$ cat src/rtl/icache_tag_ctrl.sv
// Instruction-cache tag controller: looks up fetch tags in an external tag FIFO,
// drives line refills on a miss, installs the new tag and serves cache flushes.
module icache_tag_ctrl #(
  parameter int DP    = 4,
  parameter int TAG_W = 7,
  parameter int BEATS = 4,
  localparam int AW   = $clog2(DP)
) (
  input  logic             clk,
  input  logic             reset,
  input  logic             flush_req,
  input  logic             cpu_req,
  input  logic [TAG_W-1:0] cpu_tag,
  output logic             cpu_ack,
  output logic             cpu_err,
  output logic [AW-1:0]    cpu_hindex,
  output logic [TAG_W-1:0] tag_cmp_data,
  input  logic [DP-1:0]    tag_hit,
  input  logic [AW-1:0]    tag_wptr,
  output logic             tag_wr,
  output logic [TAG_W:0]   tag_wdata,
  output logic             flush,
  output logic             mem_req,
  output logic [TAG_W-1:0] mem_tag,
  output logic [AW-1:0]    mem_slot,
  input  logic             mem_ack,
  input  logic             mem_rvalid,
  input  logic             mem_rlast,
  output logic             busy,
  output logic [15:0]      hit_cnt,
  output logic [15:0]      miss_cnt
);

  typedef enum logic [2:0] {
    S_IDLE, S_LOOKUP, S_REQ, S_DATA, S_TWR, S_FLUSH
  } state_t;

  localparam logic [3:0] LAST_BEAT = 4'(BEATS - 1);

  state_t             state_q, state_d;
  logic [TAG_W-1:0]   tag_q;
  logic [AW-1:0]      slot_q;
  logic [3:0]         beat_q;
  logic               pend_q;
  logic               relook_q;
  logic               flush_pend;
  logic               accept;
  logic               hit_any;
  logic               beat_end;
  logic               beat_good;

  function automatic logic [AW-1:0] hi_idx(input logic [DP-1:0] v);
    hi_idx = '0;
    for (int i = 0; i < DP; i++)
      if (v[i]) hi_idx = AW'(i);
  endfunction

  assign flush_pend = flush_req | pend_q;
  // A requester holds cpu_req until it sees the response; don't re-accept in that cycle.
  assign accept     = cpu_req & ~cpu_ack & ~cpu_err & ~flush_pend;
  assign hit_any    = |tag_hit;
  assign beat_end   = mem_rvalid & (mem_rlast | (beat_q == LAST_BEAT));
  assign beat_good  = mem_rvalid & mem_rlast & (beat_q == LAST_BEAT);

  always_comb begin
    state_d = state_q;
    case (state_q)
      S_IDLE:   if (flush_pend) state_d = S_FLUSH;
                else if (accept) state_d = S_LOOKUP;
      S_LOOKUP: state_d = hit_any ? S_IDLE : S_REQ;
      S_REQ:    if (mem_ack) state_d = S_DATA;
      S_DATA:   if (beat_end) state_d = beat_good ? S_TWR : S_IDLE;
      S_TWR:    state_d = S_LOOKUP;
      S_FLUSH:  state_d = S_IDLE;
      default:  state_d = S_IDLE;
    endcase
  end

  always_ff @(posedge clk) begin
    if (reset) begin
      state_q    <= S_IDLE;
      tag_q      <= '0;
      slot_q     <= '0;
      beat_q     <= '0;
      pend_q     <= 1'b0;
      relook_q   <= 1'b0;
      cpu_ack    <= 1'b0;
      cpu_err    <= 1'b0;
      cpu_hindex <= '0;
      hit_cnt    <= '0;
      miss_cnt   <= '0;
    end else begin
      state_q <= state_d;
      cpu_ack <= 1'b0;
      cpu_err <= 1'b0;
      case (state_q)
        S_IDLE: if (state_d == S_LOOKUP) begin
          tag_q    <= cpu_tag;
          relook_q <= 1'b0;
        end
        S_LOOKUP: if (hit_any) begin
          cpu_ack    <= 1'b1;
          cpu_hindex <= hi_idx(tag_hit);
          relook_q   <= 1'b0;
          if (hit_cnt != 16'hFFFF) hit_cnt <= hit_cnt + 16'd1;
        end else begin
          slot_q <= tag_wptr;
          // The lookup following a tag install is not a fresh miss.
          if (!relook_q && miss_cnt != 16'hFFFF) miss_cnt <= miss_cnt + 16'd1;
        end
        S_REQ:  if (mem_ack) beat_q <= '0;
        S_DATA: if (mem_rvalid) begin
          beat_q <= beat_q + 4'd1;
          if (beat_end && !beat_good) cpu_err <= 1'b1;
        end
        S_TWR:  relook_q <= 1'b1;
        default: ;
      endcase
      if (state_q == S_FLUSH) pend_q <= 1'b0;
      else if (flush_req && state_q != S_IDLE) pend_q <= 1'b1;
    end
  end

  assign tag_cmp_data = tag_q;
  assign tag_wdata    = {1'b1, tag_q};
  assign tag_wr       = (state_q == S_TWR);
  assign flush        = (state_q == S_FLUSH);
  assign mem_req      = (state_q == S_REQ);
  assign mem_tag      = tag_q;
  assign mem_slot     = slot_q;
  assign busy         = (state_q != S_IDLE);

endmodule

$ cat config.mk
export PLATFORM = sky130hd
export DESIGN_NAME = icache_tag_ctrl
export DESIGN_NICKNAME = d
export VERILOG_FILES = /design/src/rtl/icache_tag_ctrl.sv
export SDC_FILE = /design/constraint.sdc
export NUM_CORES = 1
export LEC_CHECK = 0
export ABC_AREA = 0
export BUFFER_PORTS_ARGS = -buffer_cell sky130_fd_sc_hd__buf_2
export CAP_MARGIN = 25
export CELL_PAD_IN_SITES_DETAIL_PLACEMENT = 0
export CELL_PAD_IN_SITES_GLOBAL_PLACEMENT = 2
export CORE_UTILIZATION = 32
export DETAILED_ROUTE_END_ITERATION = 16
export PLACE_DENSITY_LB_ADDON = 0.1
export SETUP_SLACK_MARGIN = 0.4
export SLEW_MARGIN = 0
export SYNTH_ARGS = -nofsm -noshare
export SYNTH_HDL_FRONTEND = slang
export SYNTH_SLANG_ARGS = --single-unit
$ cat constraint.sdc
create_clock -name clk -period 5.1 [get_ports clk]
set_clock_uncertainty 0.2 [all_clocks]
set_input_delay 1.53 -clock clk [delete_from_list [all_inputs] [get_ports clk]]
set_output_delay 1.53 -clock clk [all_outputs]
set_load 0.01 [all_outputs]
==> impl_metrics.tcl <==
set metrics [dict create \
    fin_crit_sh_pct 65.4 \
    die_w_um 94.9 \
    grt_start_max_net_pins 39 \
    cap_violations 0 \
    critPathMaxFanout 9 \
    cp-end-kind "register" \
    portBuffers 82 \
    regArea_um2 1080 \
    timing.final.crit_period_ns 3.34 \
    min-delay-start "mem_slot[1]" \
    placed_area_um2 3150 \
    yosysTopAreaCell "dfxtp_1" \
    slew_viol_final 0 \
    max_freq_mhz 300 \
    diodes 0 \
    multi_input_area_um2 1490 \
    critPathKind "primary input to register" \
    wl_per_cell_um 13.4 \
    antenna_found_initial 0 \
    clkTransAtPathRegs_ns 0.10 \
    synth.ff_latch_count 54 \
    first_global_vias 2181 \
    worstPathRequired_ns 5.10 \
    hold_viol 0 \
    crit_slowest_cell "or4_4" \
    worst_hold_path_type "register to register" \
    cts_buffers 5 \
    synth_edf_count 0 \
    gp_congestion 0.724 \
    drc_errors 0 \
    drtAntennaViolNets 0 \
    cts_tree "built" \
    synth.avg_cell_area_um2 8.64 \
    use_met3_pct 2.90 \
    max_slew_margin_pct 51.1 \
    stdcell_area_um2 3230 \
    r2r-start "state_q[0]" \
    yosys.area_share.simple_pct 29.3 \
    wl_um 6530 \
    netlist_top_cells_area "dfxtp_1, nor2_1, xnor2_1" \
    worst-r2r-cell-count 5 \
    synthXorXnorAreaFrac_pct 7.61 \
    power_density_nw_per_um2 251 \
    start_kind "primary input" \
    grt_pass1_wl_um 10700 \
    yosys_warnings 0 \
    crit_path_max_incr_delay_ns 0.56 \
    fin_setup_tns_ns 0 \
    utilization_pct 38.9 \
    cts_root_buffer "clkbuf_8" \
    outcome "complete, no violations" \
    postSynthCellCount 320 \
    min_path_cells 2 \
    drive_above_1_share_pct 27.7 \
    firstDrtPassIters 4 \
    synth-async-reset-ratio_pct 0 \
    hold_buffers 0 \
    gr-usage-all-layers_pct 15.1 \
    p_leak_nw 1.34 \
    nets 406 \
    worst_pin_slew_ns 0.727 \
    busiest_layer "met2" \
    rsz0062_at_grt "false" \
    htreeDepth 2 \
    pin_count 84 \
    hold_end "mem_slot[1]" \
    r2r_slack_ns 2.42 \
    cts_buffer_depth 2 \
    clk_latency_ns 0.31 \
    synth_top_family_by_area "simple AND/OR/NAND/NOR gates" \
    synthFlopType "dfxtp_1" \
    synth.cell_area_um2 2760 \
    ys_types 52 \
    ys_seq_area_share_pct 39.1 \
    synthAdderAreaFrac_pct 1.36 \
    critPathArrivalTime_ns 3.34 \
    row_count 33 \
    die_y_um 94.9 \
    setup_viol 0 \
    vdd.ir_drop.worst_mv 0.0966 \
    worstReg2RegEnd "hit_cnt[14]" \
    synth_top_area_share_pct 39.1 \
    worst_hold_slack_ns 0.264 \
    synth_compound_area_share_pct 11.3 \
    dp_hpwl_um 4670 \
    cts_resized 0 \
    clock-sinks 54 \
    area_delta_synth_final_pct 16.8 \
    synthMuxAreaShare_pct 4.39 \
    postCtsSetupRepairBufs 0 \
    use_met2_pct 23.9 \
    first_iter_violations 50 \
    fill_cells 888 \
    use_met1_pct 20.8 \
    routed_via_density 4.96 \
    synth_nets 343 \
    crit_chain "buf_2 -> or4_4 -> or3_1 -> nor4_2 -> mux2i_1 -> nor2_1" \
    vias 2420 \
    die_area_um2 9010 \
    core_area_um2 8300 \
    overflow 0 \
    start_util_pct 33.3 \
]
cells in the final DEF, fill, tap and decap left out, types with 9 or more instances in the layout:
| master | instances |
|---|---|
| nand3_1 | 10 |
| nand2_1 | 18 |
| xnor2_1 | 17 |
| a21oi_1 | 15 |
| buf_2 | 82 |
| dfxtp_1 | 54 |
| and3_1 | 9 |
| nand4_1 | 11 |
| nor2_1 | 51 |
| mux2i_1 | 11 |
report_power, final:
part | leakage [nW] | switching (W) | internal, W | total (W)
registers | 0.437 | 0.0000207 | 0.000437 | 0.000458
clock network | 0.0438 | 0.000138 | 0.0000927 | 0.000231
logic | 0.861 | 0.0000691 | 0.0000536 | 0.000123
total | 1.34 | 0.000228 | 0.000584 | 0.000812
per-stage QoR:
step	total power, W	std cells	setup WS, ns
6_report	0.000812	488	1.76
5_1_grt	0.000864	488	1.69
4_1_cts	0.000833	488	1.77
3_5_place_dp	0.000593	481	1.43
3_3_place_gp	0.000593	481	1.45
2_1_floorplan	0.000556	320	1.73
area by class of cell:
type / instances / area share [%]
Inverter: 5 / 0.581
Clock inverter: 2 / 0.310
Sequential cell: 54 / 33.5
Timing Repair Buffer: 84 / 13.2
Multi-Input combinational cell: 233 / 46.3
Clock buffer: 5 / 2.13
Tap cell: 105 / 4.07
registers in the layout, summed over array words and instances, names as in the netlist:
| name | count |
|---|---|
| cpu_ack | 1 |
| relook_q | 1 |
| miss_cnt | 16 |
| mem_tag | 7 |
| pend_q | 1 |
| mem_slot | 2 |
| hit_cnt | 16 |
| cpu_err | 1 |
| cpu_hindex | 2 |
| state_q | 3 |
| beat_q | 4 |
worst max path at each step:
stage	from	to	slack [ns]	cells after the start
after floorplan	tag_hit[0]	miss_cnt[14]	1.73	6
after global placement	tag_hit[0]	miss_cnt[14]	1.45	6
after detailed placement	tag_hit[0]	miss_cnt[14]	1.43	6
after CTS	tag_hit[0]	miss_cnt[14]	1.77	6
after global routing	tag_hit[0]	miss_cnt[1]	1.69	6
final	tag_hit[0]	miss_cnt[14]	1.76	6
layer usage:
layer	vias to the layer above	share of wire (%)
li1	1241	-
met1	1118	51
met2	53	44
met3	8	3.6
met4	0	1.1
met5	-	0
synthesized netlist by cell type (all sizes together) (2+ instances only):
library cell and instances:
a31o 2, a21oi 16, nor3b 3, nand4b 2, nand4 11, dfxtp 54, nand2b 5, and3 9
and2 5, mux2i 11, or2 2, nor3 8, nor2 51, clkbuf 11, and4 3, xor2 7
xnor2 17, a211o 3, nand2 18, nand3b 3, nor4b 2, inv 5, buf 17, or3 5
o21ai 7, ha 3, nand3 10, a31oi 3, nor4 6, a211oi 8, o311ai 2
worst max-delay path: cells and delay by family:
family                 cells  cell delay (ns)
and+or+nand+nor            4             1.47
muxes                      1             0.22
buffers and inverters      1             0.11
cell families after synthesis:
family | count (synthesis)
adder cells (fa/ha/maj) | 3
multiplexers | 12
flip-flops | 54
buffers and inverters | 33
AO/OA/AOI/OAI | 46
other | 1
XOR/XNOR | 24
AND/OR/NAND/NOR | 147
(Power assumes the default switching activity.)
